==> config.mk <==
export PLATFORM = sky130hd
export DESIGN_NAME = uart_bus_sequencer
export DESIGN_NICKNAME = d
export VERILOG_FILES = /design/src/rtl/uart_pkg.sv /design/src/rtl/sync2.sv /design/src/rtl/uart_bus_sequencer.sv
export SDC_FILE = /design/constraint.sdc
export NUM_CORES = 1
export LEC_CHECK = 0
export ABC_AREA = 1
export CELL_PAD_IN_SITES_DETAIL_PLACEMENT = 2
export CELL_PAD_IN_SITES_GLOBAL_PLACEMENT = 2
export CORE_MARGIN = 5
export CORE_UTILIZATION = 32
export DETAILED_ROUTE_END_ITERATION = 12
export GPL_ROUTABILITY_DRIVEN = 0
export GPL_TIMING_DRIVEN = 0
export PLACE_DENSITY_LB_ADDON = 0.1
export REMOVE_ABC_BUFFERS = 1
export SYNTH_ARGS = -nofsm -noshare
export SYNTH_HDL_FRONTEND = slang
export SYNTH_SLANG_ARGS = --single-unit
==> constraint.sdc <==
create_clock -name clk -period 5.1 [get_ports clk]
set_clock_uncertainty 0.2 [all_clocks]
set_input_delay 1.02 -clock clk [delete_from_list [all_inputs] [get_ports clk]]
set_output_delay 1.02 -clock clk [all_outputs]
set_load 0.005 [all_outputs]
==> src/rtl/uart_pkg.sv <==
// Shared types and defaults for the UART bus sequencer: state encoding, mode codes, timing defaults.
package uart_pkg;

  typedef enum logic [3:0] {
    ST_IDLE,
    ST_RX_WAIT,
    ST_RX_STROBE,
    ST_RX_CAPT,
    ST_TX_SETUP,
    ST_TX_STROBE,
    ST_TX_WAIT_TBRE,
    ST_TX_WAIT_TSRE,
    ST_FINISH
  } state_e;

  localparam logic [1:0] MODE_RX   = 2'b00;
  localparam logic [1:0] MODE_TX   = 2'b01;
  localparam logic [1:0] MODE_ECHO = 2'b10;

  localparam int unsigned PULSE_DEFAULT   = 2;
  localparam int unsigned TIMEOUT_DEFAULT = 65535;

  function automatic logic [7:0] inc_byte(input logic [7:0] b);
    return b + 8'd1;
  endfunction

endpackage

==> src/rtl/sync2.sv <==
// Two-flop synchronizer for a single asynchronous status line, reset to 0.
module sync2 (
  input  logic clk,
  input  logic rst,
  input  logic d,
  output logic q
);

  logic meta_q;

  always_ff @(posedge clk or posedge rst) begin
    if (rst) begin
      meta_q <= 1'b0;
      q      <= 1'b0;
    end else begin
      meta_q <= d;
      q      <= meta_q;
    end
  end

endmodule

==> src/rtl/uart_bus_sequencer.sv <==
// Sequences UART read/write strobes on a shared bus: receive, send, or receive-then-echo (byte+1).
module uart_bus_sequencer
  import uart_pkg::*;
#(
  parameter int unsigned PULSE   = PULSE_DEFAULT,
  parameter int unsigned TIMEOUT = TIMEOUT_DEFAULT
) (
  input  logic       clk,
  input  logic       rst,
  input  logic       start,
  input  logic [1:0] mode,
  input  logic [7:0] tx_byte,
  input  logic       data_ready,
  input  logic       tbre,
  input  logic       tsre,
  input  logic [7:0] bus_in,
  output logic [7:0] bus_out,
  output logic       bus_oe,
  output logic       rdn,
  output logic       wrn,
  output logic       ram_en,
  output logic       ram_oe,
  output logic       ram_we,
  output logic [7:0] rx_byte,
  output logic       busy,
  output logic       done,
  output logic       err
);

  localparam int unsigned CW = ($clog2(TIMEOUT + 1) > 4) ? $clog2(TIMEOUT + 1) : 4;
  localparam logic [CW-1:0] PULSE_LAST = CW'(PULSE - 1);
  localparam logic [CW-1:0] TO_LAST    = CW'(TIMEOUT - 1);

  state_e        state_q;
  logic [1:0]    mode_q;
  logic [CW-1:0] cnt_q;
  logic [7:0]    bus_out_q, rx_byte_q;
  logic          bus_oe_q, rdn_q, wrn_q, busy_q, done_q, err_q;
  logic          dr_s, tbre_s, tsre_s;

  sync2 u_sync_dr   (.clk(clk), .rst(rst), .d(data_ready), .q(dr_s));
  sync2 u_sync_tbre (.clk(clk), .rst(rst), .d(tbre),       .q(tbre_s));
  sync2 u_sync_tsre (.clk(clk), .rst(rst), .d(tsre),       .q(tsre_s));

  always_ff @(posedge clk or posedge rst) begin
    if (rst) begin
      state_q   <= ST_IDLE;
      mode_q    <= '0;
      cnt_q     <= '0;
      bus_out_q <= '0;
      rx_byte_q <= '0;
      bus_oe_q  <= 1'b0;
      rdn_q     <= 1'b1;
      wrn_q     <= 1'b1;
      busy_q    <= 1'b0;
      done_q    <= 1'b0;
      err_q     <= 1'b0;
    end else begin
      done_q <= 1'b0;
      case (state_q)
        ST_IDLE: begin
          cnt_q <= '0;
          if (start) begin
            busy_q <= 1'b1;
            mode_q <= mode;
            if (mode == MODE_RX || mode == MODE_ECHO) begin
              err_q   <= 1'b0;
              state_q <= ST_RX_WAIT;
            end else if (mode == MODE_TX) begin
              err_q     <= 1'b0;
              bus_out_q <= tx_byte;
              bus_oe_q  <= 1'b1;
              state_q   <= ST_TX_SETUP;
            end else begin
              err_q   <= 1'b1;
              done_q  <= 1'b1;
              state_q <= ST_FINISH;
            end
          end
        end
        ST_RX_WAIT: begin
          if (dr_s) begin
            rdn_q   <= 1'b0;
            cnt_q   <= '0;
            state_q <= ST_RX_STROBE;
          end else if (cnt_q == TO_LAST) begin
            err_q   <= 1'b1;
            done_q  <= 1'b1;
            state_q <= ST_FINISH;
          end else begin
            cnt_q <= cnt_q + CW'(1);
          end
        end
        ST_RX_STROBE: begin
          // Bus is sampled on the edge that ends the low pulse, so rdn is still 0 at capture.
          if (cnt_q == PULSE_LAST) begin
            rx_byte_q <= bus_in;
            rdn_q     <= 1'b1;
            cnt_q     <= '0;
            state_q   <= ST_RX_CAPT;
          end else begin
            cnt_q <= cnt_q + CW'(1);
          end
        end
        ST_RX_CAPT: begin
          if (mode_q == MODE_ECHO) begin
            bus_out_q <= inc_byte(rx_byte_q);
            bus_oe_q  <= 1'b1;
            state_q   <= ST_TX_SETUP;
          end else begin
            done_q  <= 1'b1;
            state_q <= ST_FINISH;
          end
        end
        ST_TX_SETUP: begin
          wrn_q   <= 1'b0;
          cnt_q   <= '0;
          state_q <= ST_TX_STROBE;
        end
        ST_TX_STROBE: begin
          // bus_oe stays high through the first wait cycle, giving one cycle of data hold after wrn rises.
          if (cnt_q == PULSE_LAST) begin
            wrn_q   <= 1'b1;
            cnt_q   <= '0;
            state_q <= ST_TX_WAIT_TBRE;
          end else begin
            cnt_q <= cnt_q + CW'(1);
          end
        end
        ST_TX_WAIT_TBRE, ST_TX_WAIT_TSRE: begin
          bus_oe_q <= 1'b0;
          if ((state_q == ST_TX_WAIT_TBRE) ? tbre_s : tsre_s) begin
            cnt_q   <= '0;
            if (state_q == ST_TX_WAIT_TSRE) begin
              done_q <= 1'b1;
            end
            state_q <= (state_q == ST_TX_WAIT_TBRE) ? ST_TX_WAIT_TSRE : ST_FINISH;
          end else if (cnt_q == TO_LAST) begin
            err_q   <= 1'b1;
            done_q  <= 1'b1;
            state_q <= ST_FINISH;
          end else begin
            cnt_q <= cnt_q + CW'(1);
          end
        end
        ST_FINISH: begin
          rdn_q    <= 1'b1;
          wrn_q    <= 1'b1;
          bus_oe_q <= 1'b0;
          busy_q   <= 1'b0;
          cnt_q    <= '0;
          state_q  <= ST_IDLE;
        end
        default: state_q <= ST_IDLE;
      endcase
    end
  end

  assign bus_out = bus_out_q;
  assign bus_oe  = bus_oe_q;
  assign rdn     = rdn_q;
  assign wrn     = wrn_q;
  assign rx_byte = rx_byte_q;
  assign busy    = busy_q;
  assign done    = done_q;
  assign err     = err_q;
  assign ram_en  = 1'b1;
  assign ram_oe  = 1'b1;
  assign ram_we  = 1'b1;

endmodule

; ---- After elaboration in Yosys (flattened, before gate mapping)
; Cells that the tools add are included.
[totals]
out_inout_bits = 25
in_bits = 24
regBits = 50
[op_classes]
n_eq_ne = 22
mux = 47
reduce_logical = 23
addsub = 2
[op_table]
columns = op, n
row1 = $mux 16, 4
row2 = $pmux 16 s4, 1
row3 = $mux 4, 10
row4 = $mux 8, 4
row5 = $pmux 4 s7, 1
row6 = $mux 1, 20
row7 = $add 16x1->16 const B, 1
row8 = $eq 16x1->1 const B, 1
row9 = $eq 16x16->1 const B, 1
row10 = $eq 4x3->1 const B, 4
row11 = $ne 2x2->1 const B, 8
row12 = $pmux 8 s2, 1
row13 = $pmux 1 s3, 4
row14 = $reduce_bool 3->1, 4
row15 = $reduce_and 5->1, 2
row16 = $add 8x1->8 const B, 1
row17 = $eq 4x2->1 const B, 2
row18 = $reduce_and 2->1, 4
row19 = $reduce_and 3->1, 2
row20 = $reduce_or 3->1, 2
row21 = $eq 2x2->1 const B, 2
row22 = $eq 4x1->1 const B, 1
row23 = $eq 4x4->1 const B, 1
row24 = $logic_not 4->1, 1
row25 = other kinds (10), 12

; ---- Logic depth before layout (Yosys ltp)
; Gate-level depths: netlist of run 1.
[logic_depth]
depth_word = 5
depth_mapped = 12

; ---- Hierarchy
; Synthesis of run 1 repeated with hierarchy kept, for this count alone.
[hier_totals]
hier_cells = 442
area_unflattened_um2 = 3131.8
[modules_own_cells]
columns = module, instances, area_each_um2, seq_area_each_um2, cells_per_inst
row1 = uart_bus_sequencer, 1, 2970.3, 1103.6, 433
row2 = sync2, 3, 53.8, 50.0, 3

; ---- Least setup slack after synthesis of run 1
; OpenSTA, ideal clock, no wires.
[synth_timing]
path_type = input -> register
start = in mode[1]
end = reg bus_out_q[0], in the netlist bus_out[0]
t_arrival_ps = 1626
cell_stages = 8
setup_slack_ps = 3192
setup_ps = 82
cell_sequence = inv_1 nand3_2 nand2_1 nand2_2 inv_2 buf_6 nor2_1 a31oi_1
[synth_via]
elab_chain_len = 4
word_cells_on_any_way = 7
[synth_lines]
columns = element, line
row1 = start: declaration, uart_bus_sequencer.sv:11  ; input logic [1:0] mode,
row2 = $eq 2x2->1 or $logic_not 2->1 (tied branches), uart_bus_sequencer.sv:66  ; if (mode == MODE_RX || mode == MODE_ECHO) begin
row3 = $logic_or 1x1->1, uart_bus_sequencer.sv:66
row4 = $ne 2x2->1 (no source line), -
row5 = $reduce_and 5->1 (no source line) (*), -
row6 = end signal: assignment, uart_bus_sequencer.sv:71  ; bus_out_q <= tx_byte;
row7 = end signal: assignment, uart_bus_sequencer.sv:107  ; bus_out_q <= inc_byte(rx_byte_q);
row8 = end: declaration, uart_bus_sequencer.sv:37  ; logic [7:0] bus_out_q, rx_byte_q;
; Every way passes the cells marked *; elsewhere a longest branch is shown, timed or not.
; A chain may end at the register's enable or synchronous reset.

; ---- Final worst setup path of run 1
[layout_timing]
start = reg state_q[1]
end = reg state_q[0]
[layout_via]
elab_chain_len = 4
word_cells_on_any_way = 17
[layout_lines]
columns = element, line
row1 = start: declaration, uart_bus_sequencer.sv:34  ; state_e state_q;
row2 = start signal: assignment, uart_bus_sequencer.sv:137  ; state_q <= (state_q == ST_TX_WAIT_TBRE) ? ST_TX_WAIT_TSRE : ST_FINISH;
row3 = $eq 4x3->1, "uart_bus_sequencer.sv:60, uart_bus_sequencer.sv:132, uart_bus_sequencer.sv:137"
row4 = $mux 4 or $mux 1 (tied branches), "uart_bus_sequencer.sv:137, uart_bus_sequencer.sv:132"
row5 = $mux 4, uart_bus_sequencer.sv:132  ; if ((state_q == ST_TX_WAIT_TBRE) ? tbre_s : tsre_s) begin
row6 = $pmux 4 s7, uart_bus_sequencer.sv:60  ; case (state_q)
; Several ways; a longest one is shown, not always the timed one.

==> results.md, run 1 <==
- Status: complete, no violations
- Final Core Density: 39.5%
- DRC Markers: 0
- Remaining Overflow, GRT: 0
- Final Setup Violations: 0
- Vias per Instance: 4.95
- Clock transition at path regs: 100 ps
- Core ar.: between 0.009 and 0.01 mm2
- Post-cts sizing count: 0
- Setup CP Type: reg -> reg
- Max FO, Critical Path: 14
- CTS hold repair buffers: 0
- Number of max-cap violations: 0
- Fmax: 356 MHz
- Placed Instances: ~630
- Die width: 110 um
- I/O Buffers: 45
- Power Total: 1.72 mW
- Final #Nets: 534
- Most frequent cells in the layout: nand2_1 (152), inv_1 (54), dfrtp_1 (48)
- RSZ-0062 raised after global routing: false
- CTS Buf Count: 5
- Gate Count Post-Synth: 461
- CP arrival: 2860 ps
- Worst Hold End: u_sync_tsre.q
- Worst vdd ir: 0.184 mV
- Synthesis-stage register bit count: 50
- Crit share post-route: 55.1%
- Via count: between 3,000 and 4,000
- Final min period: 2810 ps
- Average wire per standard cell: approximately 17 um
- Gr usage total: 19.0%
- Starting DRT DRC Count: 70
- Initial core utilization: 32.7%
- Synthesized cell area: 0.00320 mm2
- Share of cells above drive strength 1: 7.30%
- Synth Area per Inst: 6.94 um2
- Worst slew margin: 18.9%
- Worst-margin pin slew: approximately 1200 ps
- Clk_lat worst skew: 300 ps
- R2R Setup Slk: 2290 ps
- CTS Root Cell: clkbuf_8
- Power per cell area: 445 mW/mm2
- Distinct cell type count after synthesis: 32
- Die area: 0.0121 mm2
- CTS H-tree lvls: 2
- Commonest non-fill, non-tap cell in the layout: nand2_1
- Crit start category: flop
- # diodes: 0
- First-pass detailed-route iteration total: 4
- R2R depth: 7
- Antenna violations before repair: 0
- WL final: 10.6 mm
- Area Growth Syn to Fin: 20.6%
- Syn. warnings: 0
- Final cell count without fillers: 640
- Clock Sinks: 50
- Routed Antenna Nets: 0
- DP HPWL: 8.47 mm
- Crit Reg-Reg Startpoint: state_q[1]
- Largest net degree at the start of global routing: 35
- Proportion of synthesized chip area in sequential cells: 39.2%
- Setup Buffers After CTS: 0
- Required time worst endpoint: 5150 ps
- Vias in the first global route: 3,579
- Ports: 49
- Hold depth: 0
- Clk buf depth: 2
- TritonCTS clock tree: built
- First-pass GRT wire length: 17.9 mm
- Die H: 110 um
- Reg2Reg Capture Point: state_q[0]
- Leak Pwr: 1.89 nW
- Max-slew violations: 0
- Crit end category: flop
- Start point of the worst hold path: u_sync_tsre.meta_q
- Hold Fails Final Rpt: 0
- FP Rows: 36
- Total Neg Setup Slack: 0 ps
- Worst hold path class: reg -> reg
## layout make-up
type	instances	area [um2]
Sequential cell	50	1250
Multi-Input combinational cell	343	1650
Timing Repair Buffer	46	470
Clock inverter	1	5.00
Tap cell	133	166
Clock buffer	7	86.3
Inverter	60	226
Fill cell	1202	5910
## logic make-up after synthesis
family / count (synthesis) / share of synthesized area (%)
flops: 50 / 39.2
other cells: 1 / 0.117
compound gates: 56 / 9.54
fa+ha+maj: 4 / 1.56
buf+inv: 70 / 9.46
simple gates: 269 / 37.1
xor+xnor: 11 / 3.01
## power by group
group | switching (mW) | internal (mW) | total (mW)
registers | 0.113 | 0.518 | 0.631
clock network | 0.140 | 0.110 | 0.250
logic | 0.502 | 0.336 | 0.838
## cell usage after synthesis
library cell | count | area [um2]
nand4_1 | 11 | 68.8
buf_4 | 3 | 22.5
inv_1 | 55 | 206
conb_1 | 1 | 3.75
xor2_1 | 11 | 96.3
nand3b_1 | 1 | 7.51
nand2_2 | 3 | 18.8
nor3_1 | 5 | 25.0
nor2_4 | 2 | 22.5
a21oi_2 | 1 | 8.76
nand3_1 | 38 | 190
o21ai_1 | 1 | 5.00
a21oi_1 | 11 | 55.1
o21ai_0 | 33 | 165
nor3_4 | 2 | 32.5
or2_2 | 2 | 12.5
nor2_2 | 8 | 50.1
buf_6 | 3 | 33.8
buf_2 | 4 | 20.0
dfstp_2 | 2 | 52.6
ha_1 | 4 | 50.1
a31oi_1 | 5 | 31.3
a22o_1 | 1 | 8.76
nand2_4 | 2 | 22.5
clkinv_2 | 1 | 5.00
nand3_2 | 1 | 10.0
nor2_1 | 42 | 158
o211ai_1 | 3 | 22.5
dfrtp_1 | 48 | 1200
nand2_1 | 152 | 571
inv_2 | 4 | 15.0
o2111ai_1 | 1 | 8.76
## layer usage
| metal | wire length [um] | global-route usage [%] | vias to the layer above | share of wire (%) |
|---|---|---|---|---|
| met5 | 0 | 0 | - | 0 |
| met4 | 65 | 3.65 | 0 | 0.61 |
| met3 | 276 | 2.85 | 5 | 2.6 |
| met2 | 5540 | 35.4 | 42 | 52 |
| met1 | 4740 | 23.1 | 1574 | 45 |
| li1 | - | - | 1544 | - |
## state kept, by name (all words and copies together), names as in the netlist
signal and count:
mode_q 2, busy 1, u_sync_tbre.q 1, u_sync_tsre.meta_q 1, done 1, bus_oe 1
u_sync_dr.q 1, rx_byte 8, u_sync_dr.meta_q 1, wrn 1, u_sync_tsre.q 1, state_q 4
rdn 1, bus_out 8, err 1, u_sync_tbre.meta_q 1, cnt_q 16
## worst max path at each step
stage,start,depth (start not counted),endpoint
after floorplan,rst,1,bus_oe
after global placement,rst,2,state_q[0]
after detailed placement,state_q[1],7,state_q[0]
after CTS,state_q[1],7,state_q[0]
after global routing,state_q[1],7,state_q[0]
final,state_q[1],7,state_q[0]
## worst max-delay path, cell delays in order, from the launching register on
cell and delay [ps]:
dfrtp_1 470, inv_1 130, nand3_1 210, nor2_1 980, o21ai_0 360, o21ai_0 270
nand2_1 80, nand2_1 60
## per-stage QoR
step	instance area (um2)	hold WS (ps)	worst slack [ps]
CTS	3860	160	2260
global route	3860	168	2010
detailed placement	3770	136	2300
finish	3860	153	2290
floorplan	3130	131	2680
global placement	3750	132	1500
Power figures use the tool's default switching activity.
==> run 2, diff against run 1 <==
--- a/config.mk
+++ b/config.mk
@@ -9,7 +9,7 @@
 export CELL_PAD_IN_SITES_DETAIL_PLACEMENT = 2
 export CELL_PAD_IN_SITES_GLOBAL_PLACEMENT = 2
 export CORE_MARGIN = 5
-export CORE_UTILIZATION = 32
+export CORE_UTILIZATION = 30
 export DETAILED_ROUTE_END_ITERATION = 12
 export GPL_ROUTABILITY_DRIVEN = 0
 export GPL_TIMING_DRIVEN = 0
==> constraint.sdc (replaced) <==
create_clock -name clk -period 2.85 [get_ports clk]
set_clock_uncertainty 0.2 [all_clocks]
set_input_delay 0.57 -clock clk [delete_from_list [all_inputs] [get_ports clk]]
set_output_delay 0.57 -clock clk [all_outputs]
set_load 0.005 [all_outputs]
==> run 2 against run 1 <==
Clock power is 110% higher. Die area is 6.1% higher. Clock-buffer cell count stayed put. Combinational power is 80% higher. Fmax is 18% higher. Via count is 0.19% higher. Critical path type unchanged. Largest power group unchanged.
==> results.md, run 2 (synthesis results as in run 1) <==
- Status: complete, no violations
- Leak Pwr: 1.90 nW (+0.19%)
- CP arrival: 2420 ps (-440 ps)
- Setup CP Type: reg -> reg
- Ports: 49 (unchanged)
- Final Setup Violations: 0 (unchanged)
- Commonest non-fill, non-tap cell in the layout: nand2_1
- Routed Antenna Nets: 0 (unchanged)
- Hold depth: 0 (unchanged)
- Power per cell area: 811 mW/mm2 (+82%)
- Average wire per standard cell: 17.0 um (+2.7%)
- DP HPWL: 8.46 mm (about the same)
- Most frequent cells in the layout: nand2_1 (152), inv_1 (54), dfrtp_1 (48)
- Antenna violations before repair: 0 (unchanged)
- Final Core Density: 37.5% (-2.0 points)
- Crit path depth: 9 (+2)
- Buffers & Inverters on Critical Path: 2 (+1)
- Fmax: 420 MHz (+18%)
- Worst hold path class: reg -> reg
- Required time worst endpoint: 2890 ps (-2260 ps)
- Remaining Overflow, GRT: 0 (unchanged)
- Number of max-cap violations: 0 (unchanged)
- Pre-CTS setup slack: 72.0 ps (-2230 ps)
- CTS hold repair buffers: 0 (unchanged)
- TritonCTS clock tree: built
- Crit end category: flop
- Die width: 113 um (+3.0%)
- Largest Register: cnt_q
- Crit Reg-Reg Startpoint: state_q[0]
- Largest net degree at the start of global routing: 37 (+5.7%)
- Crit start category: flop
- First-pass detailed-route iteration total: 4 (unchanged)
- Gr usage total: 18.0% (-1.0 points)
- Final min period: 2380 ps (-432 ps)
- Max reg flops: 16 (unchanged)
- Die H: 113 um (+3.0%)
- # diodes: 0 (unchanged)
- I/O Buffers: 45 (unchanged)
- Vias per Instance: 4.93 (-0.28%)
- CTS Root Cell: clkbuf_8
- DRC Markers: 0 (unchanged)
- Start point of the worst hold path: u_sync_tbre.meta_q
- Clock Sinks: 50 (unchanged)
- Core ar.: 0.0104 mm2 (+6.1%)
- Delay-heaviest family, CP: simple AND/OR/NAND/NOR gates
- Max FO, Critical Path: 12 (-2)
- Placement Cell Area: 0.00377 mm2 (about the same)
- CTS H-tree lvls: 2 (unchanged)
- Worst slew margin: 48.4% (+30 points)
- Clk_lat worst skew: 310 ps (about the same)
- Final #Nets: 534 (unchanged)
- Worst vdd ir: 0.376 mV (+100%)
- Max-slew violations: 0 (unchanged)
- CP cell instances: inv_2, nand2_1, nor2_1, nor2_1, nor2_2, inv_1, nand2_1, nand3_1, a21oi_1
- Initial core utilization: 30.9% (-1.9 points)
- WL final: 10.9 mm (+3.1%)
- Area Growth Syn to Fin: 21.3%
- Worst-margin pin slew: 773 ps (-439 ps)
- Share of cells above drive strength 1: 7.50% (+0.20 points)
- RSZ-0062 raised after global routing: false
- Design Area, Final: 0.00388 mm2 (+0.62%)
- Clock transition at path regs: 100 ps (about the same)
- Crit share post-route: 83.5% (+28 points)
- Slowest stage delay, CP: 600 ps (-380 ps)
- Die area: 0.0128 mm2 (+6.1%)
- CTS Buf Count: 5 (unchanged)
- Critical Path Start: state_q[0]
- Power Total: 3.15 mW (+83%)
- First-pass GRT wire length: 18.4 mm (+2.9%)
- Post-layout worst setup margin: 470 ps (-1820 ps)
- Via count: 3,171 (+0.19%)
- FP Rows: 37 (+2.8%)
- Clk buf depth: 2 (unchanged)
- Hold Fails Final Rpt: 0 (unchanged)
- R2R depth: 9 (+2)
- CP max-delay cell: nor2_2
- Starting DRT DRC Count: 109 (+56%)
- Vias in the first global route: 3,575 (-0.11%)
run 2: changes by cell type in the layout (fill, tap and decap cells not counted), sizes merged:
cell / before / now
clkinv: 2 / 1
bufinv: 0 / 1
run 2: routing by layer:
layer / up-vias / GRT usage, % / share of wire (%)
met1: 1576 / 22.8 / 46
met5: - / 0 / 0
li1: 1549 / - / -
met4: 0 / 3.77 / 1.0
met2: 38 / 32.4 / 52
met3: 8 / 2.51 / 1.8
run 2: layout make-up:
class	instances	area, um2
fillers	1278	6490
multi-input cells	343	1660
flip-flops and latches	50	1250
repair buffers	46	470
inverters	60	226
well taps	136	170
clock buffers	7	76.3
clock inverters	1	30.0
run 2: path summary, 6_finish.rpt:
| check | endpoint | slack [ps] |
|---|---|---|
| setup / recovery | cnt_q[0] | 470 |
| hold / removal | u_sync_tbre.q | 150 |
| setup reg to reg | cnt_q[0] | 470 |
| hold reg to reg | u_sync_tbre.q | 150 |
| max in group asynchronous | rdn | 1490 |
| min in group asynchronous | cnt_q[6] | 350 |
run 2: worst reg2reg max path, cell delays in order, from the launching register on:
cell and delay, ps:
dfrtp_1 500, inv_2 120, nand2_1 80, nor2_1 170, nor2_1 90, nor2_2 600, inv_1 160, nand2_1 180
nand3_1 100, a21oi_1 120
run 2: power breakdown:
| part | internal, mW | switching [mW] |
|---|---|---|
| logic | 0.601 | 0.906 |
| registers | 0.927 | 0.193 |
| clock network | 0.264 | 0.259 |
run 2: through the flow:
step / setup TNS, ps / hold slack (ps) / cells
floorplan: 0 / 131 / 453
global placement: -16420 / 133 / 634
detailed placement: 0 / 136 / 635
CTS: 0 / 160 / 643
global route: 0 / 168 / 643
finish: 0 / 155 / 643
run 2: repair_timing:
item / in CTS / in global routing
gates resized for setup: 0 / 2
setup buffers: 0 / 0
endpoints found under the setup margin: 0 / 4
==> run 3, diff against run 2 <==
--- a/config.mk
+++ b/config.mk
@@ -9,7 +9,7 @@
 export CELL_PAD_IN_SITES_DETAIL_PLACEMENT = 2
 export CELL_PAD_IN_SITES_GLOBAL_PLACEMENT = 2
 export CORE_MARGIN = 5
-export CORE_UTILIZATION = 30
+export CORE_UTILIZATION = 27
 export DETAILED_ROUTE_END_ITERATION = 12
 export GPL_ROUTABILITY_DRIVEN = 0
 export GPL_TIMING_DRIVEN = 0
==> constraint.sdc (replaced) <==
create_clock -name clk -period 2.1 [get_ports clk]
set_clock_uncertainty 0.2 [all_clocks]
set_input_delay 0.42 -clock clk [delete_from_list [all_inputs] [get_ports clk]]
set_output_delay 0.42 -clock clk [all_outputs]
set_load 0.005 [all_outputs]
==> run 3 against run 2 <==
Sequential power increased by 37%. Non-clock buffer count increased by 11. Routed wire length increased by 4.1%. Worst setup slack got worse by 330 ps. Final area increased by 6.5%. Die area increased by 10%. Sequential share of layout area decreased by 1.9 points. Cell count increased by 3.0%. Core utilization decreased by 1.5 points. Clock power increased by 64%. Combinational power increased by 50%. Total power increased by 48%. Critical path type is now reg -> out.
==> results.md, run 3 (synthesis results as in run 1) <==
- Number of max-cap violations: 0 (unchanged)
- Worst Hold End: u_sync_dr.q
- Vias in the first global route: 3,577 (+0.056%)
- Crit start category: flop
- Crit Reg-Reg Startpoint: state_q[1]
- Vias per Instance: 4.87 (-1.3%)
- Remaining Overflow, GRT: 0 (unchanged)
- # diodes: 0 (unchanged)
- Share of cells above drive strength 1: 12.7% (+5.2 points)
- CTS Buf Count: 5 (unchanged)
- Hold WS: 153 ps (-2.03 ps)
- Commonest non-fill, non-tap cell in the layout: nand2_1
- Clock share of power: 18.4% (+1.8 points)
- Starting DRT DRC Count: 71 (-35%)
- Hold depth: 0 (unchanged)
- FP Rows: 39 (+5.4%)
- Max FO, Critical Path: 2 (-10)
- Die area: 0.0141 mm2 (+10%)
- Final min period: 1960 ps
- Largest net degree at the start of global routing: 40 (+8.1%)
- Average wire per standard cell: 17.2 um (+1.1%)
- Clock transition at path regs: 70 ps (-30 ps)
- Setup CP Type: reg -> out
- Max-slew violations: 0 (unchanged)
- Final Core Density: 35.9% (-1.5 points)
- Fill count: 1,376 (+7.7%)
- Worst hold path class: reg -> reg
- Most frequent cells in the layout: nand2_1 (150), inv_1 (50), clkdlybuf4s50_1 (45)
- Die width: 119 um (+4.9%)
- I/O Buffers: 45 (unchanged)
- Total Neg Setup Slack: 0 ps (unchanged)
- Routing usage on met2: 30.1% (-2.3 points)
- Final #Nets: 546 (+2.2%)
- GRT Max-Usage Layer: met2
- Area occupied by multi-input gates: 0.00173 mm2 (+4.5%)
- Worst vdd ir: 0.500 mV (+33%)
- Net switching power: 1.98 mW (+46%)
- Met1 GRT Util: 20.1% (-2.7 points)
- Power per cell area: 1120 mW/mm2 (+39%)
- Start point of the worst hold path: u_sync_dr.meta_q
- CTS H-tree lvls: 2 (unchanged)
- Gr usage total: 16.5% (-1.5 points)
- Status: complete, no violations
- First-pass GRT wire length: 18.6 mm (+0.75%)
- Ports: 49 (unchanged)
- Met3 Use GR: 3.51% (+0.99 points)
- DP HPWL: 8.51 mm (+0.58%)
- First-pass detailed-route iteration total: 4 (unchanged)
- RSZ-0062 raised after global routing: true
- CP cell instances: clkdlybuf4s50_1
- Required time worst endpoint: 1480 ps (-1410 ps)
- Largest Register: cnt_q
- TritonCTS clock tree: built
- Slowest stage delay, CP: 540 ps (-60 ps)
- Register Area: 0.00126 mm2 (+0.40%)
- DRC Markers: 0 (unchanged)
- Clk_lat worst skew: 310 ps (about the same)
- Hold Fails Final Rpt: 0 (unchanged)
- Via count: 3,221 (+1.6%)
- Part of the power in registers: 32.9% (-2.7 points)
- Area Growth Syn to Fin: 29.2%
- R2R Setup Slk: 150 ps (-320 ps)
- Crit end category: output pin
- Antenna violations before repair: 0 (unchanged)
- Final Setup Violations: 0 (unchanged)
- Clk buf depth: 2 (unchanged)
- CP arrival: 1340 ps (-1080 ps)
- Initial core utilization: 27.8% (-3.1 points)
- R2R depth: 9 (unchanged)
- Sw frac: 42.6% (-0.48 points)
- Routed Antenna Nets: 0 (unchanged)
- WL final: 11.4 mm (+4.1%)
- Crit share post-route: ~93%
- Combinational Power Share: 48.7% (+0.9 points)
- Fmax: 511 MHz
- Core ar.: 0.0115 mm2 (+11%)
- CTS hold repair buffers: 0 (unchanged)
- CP max-delay cell: dfstp_2
- Reg2Reg Capture Point: cnt_q[12]
- Delay-heaviest family, CP: flip-flops
- Internal power: 2.67 mW (+49%)
- Clock Sinks: 50 (unchanged)
- Leak Pwr: 2.00 nW (+5.4%)
- Power Total: 4.65 mW (+48%)
- Buffers & Inverters on Critical Path: 1 (-1)
- Max reg flops: 16 (unchanged)
- CTS Root Cell: clkbuf_16
- Die H: 119 um (+4.9%)
run 3: changes by cell type in the layout (fill, tap and decap cells not counted), moves of 4 or more:
cell and change:
buf_4 +8, inv_1 -4, clkbuf_8 -5, nor2_4 +6, clkbuf_16 +5, dfrtp_2 +4, dfrtp_1 -4, nor2_2 -6
run 3: through the flow:
stage	cell area (um2)	std cells	setup WS [ps]
2_1_floorplan	3130	453	172
3_3_place_gp	3760	641	-923
3_5_place_dp	3780	642	-755
4_1_cts	4020	656	4.29
5_1_grt	4140	662	-17.4
6_report	4140	662	142
run 3: final cells by class:
cell class / instances / share of cell area (%)
Multi-Input combinational cell: 344 / 41.8
Sequential cell: 50 / 30.4
Timing Repair Buffer: 57 / 14.3
Inverter: 60 / 5.66
Tap cell: 143 / 4.33
Clock buffer: 5 / 3.02
Clock inverter: 3 / 0.454
run 3: how the worst max path moves through the flow:
stage	end	from	depth (start not counted)	slack, ps
global placement	cnt_q[0]	rst	2	-920
detailed placement	state_q[0]	state_q[1]	7	-750
finish	wrn	wrn	1	140
global route	cnt_q[12]	state_q[1]	9	-20
CTS	rx_byte[7]	cnt_q[1]	7	4
floorplan	bus_out[7]	state_q[2]	9	170
run 3: routing by layer:
| metal | up-vias | part of all wire (%) |
|---|---|---|
| li1 | 1573 | - |
| met1 | 1611 | 45 |
| met2 | 28 | 51 |
| met3 | 9 | 2.2 |
| met4 | 0 | 1.1 |
| met5 | - | 0 |
run 3: power groups by stage:
stage | combinational [mW] | clock [mW] | sequential, mW
3_3_place_gp | 2.02 | 0 | 1.53
6_report | 2.27 | 0.857 | 1.53
5_1_grt | 2.54 | 0.931 | 1.58
2_1_floorplan | 1.13 | 0 | 1.49
4_1_cts | 2.19 | 0.892 | 1.52
3_5_place_dp | 2.09 | 0 | 1.54
run 3: what timing repair did:
item                                    CTS  global route
endpoints found under the setup margin   38            29
buffers inserted                          6             5
cloned                                    0             1
gates resized for setup                  11            18
pin swaps                                 3             3
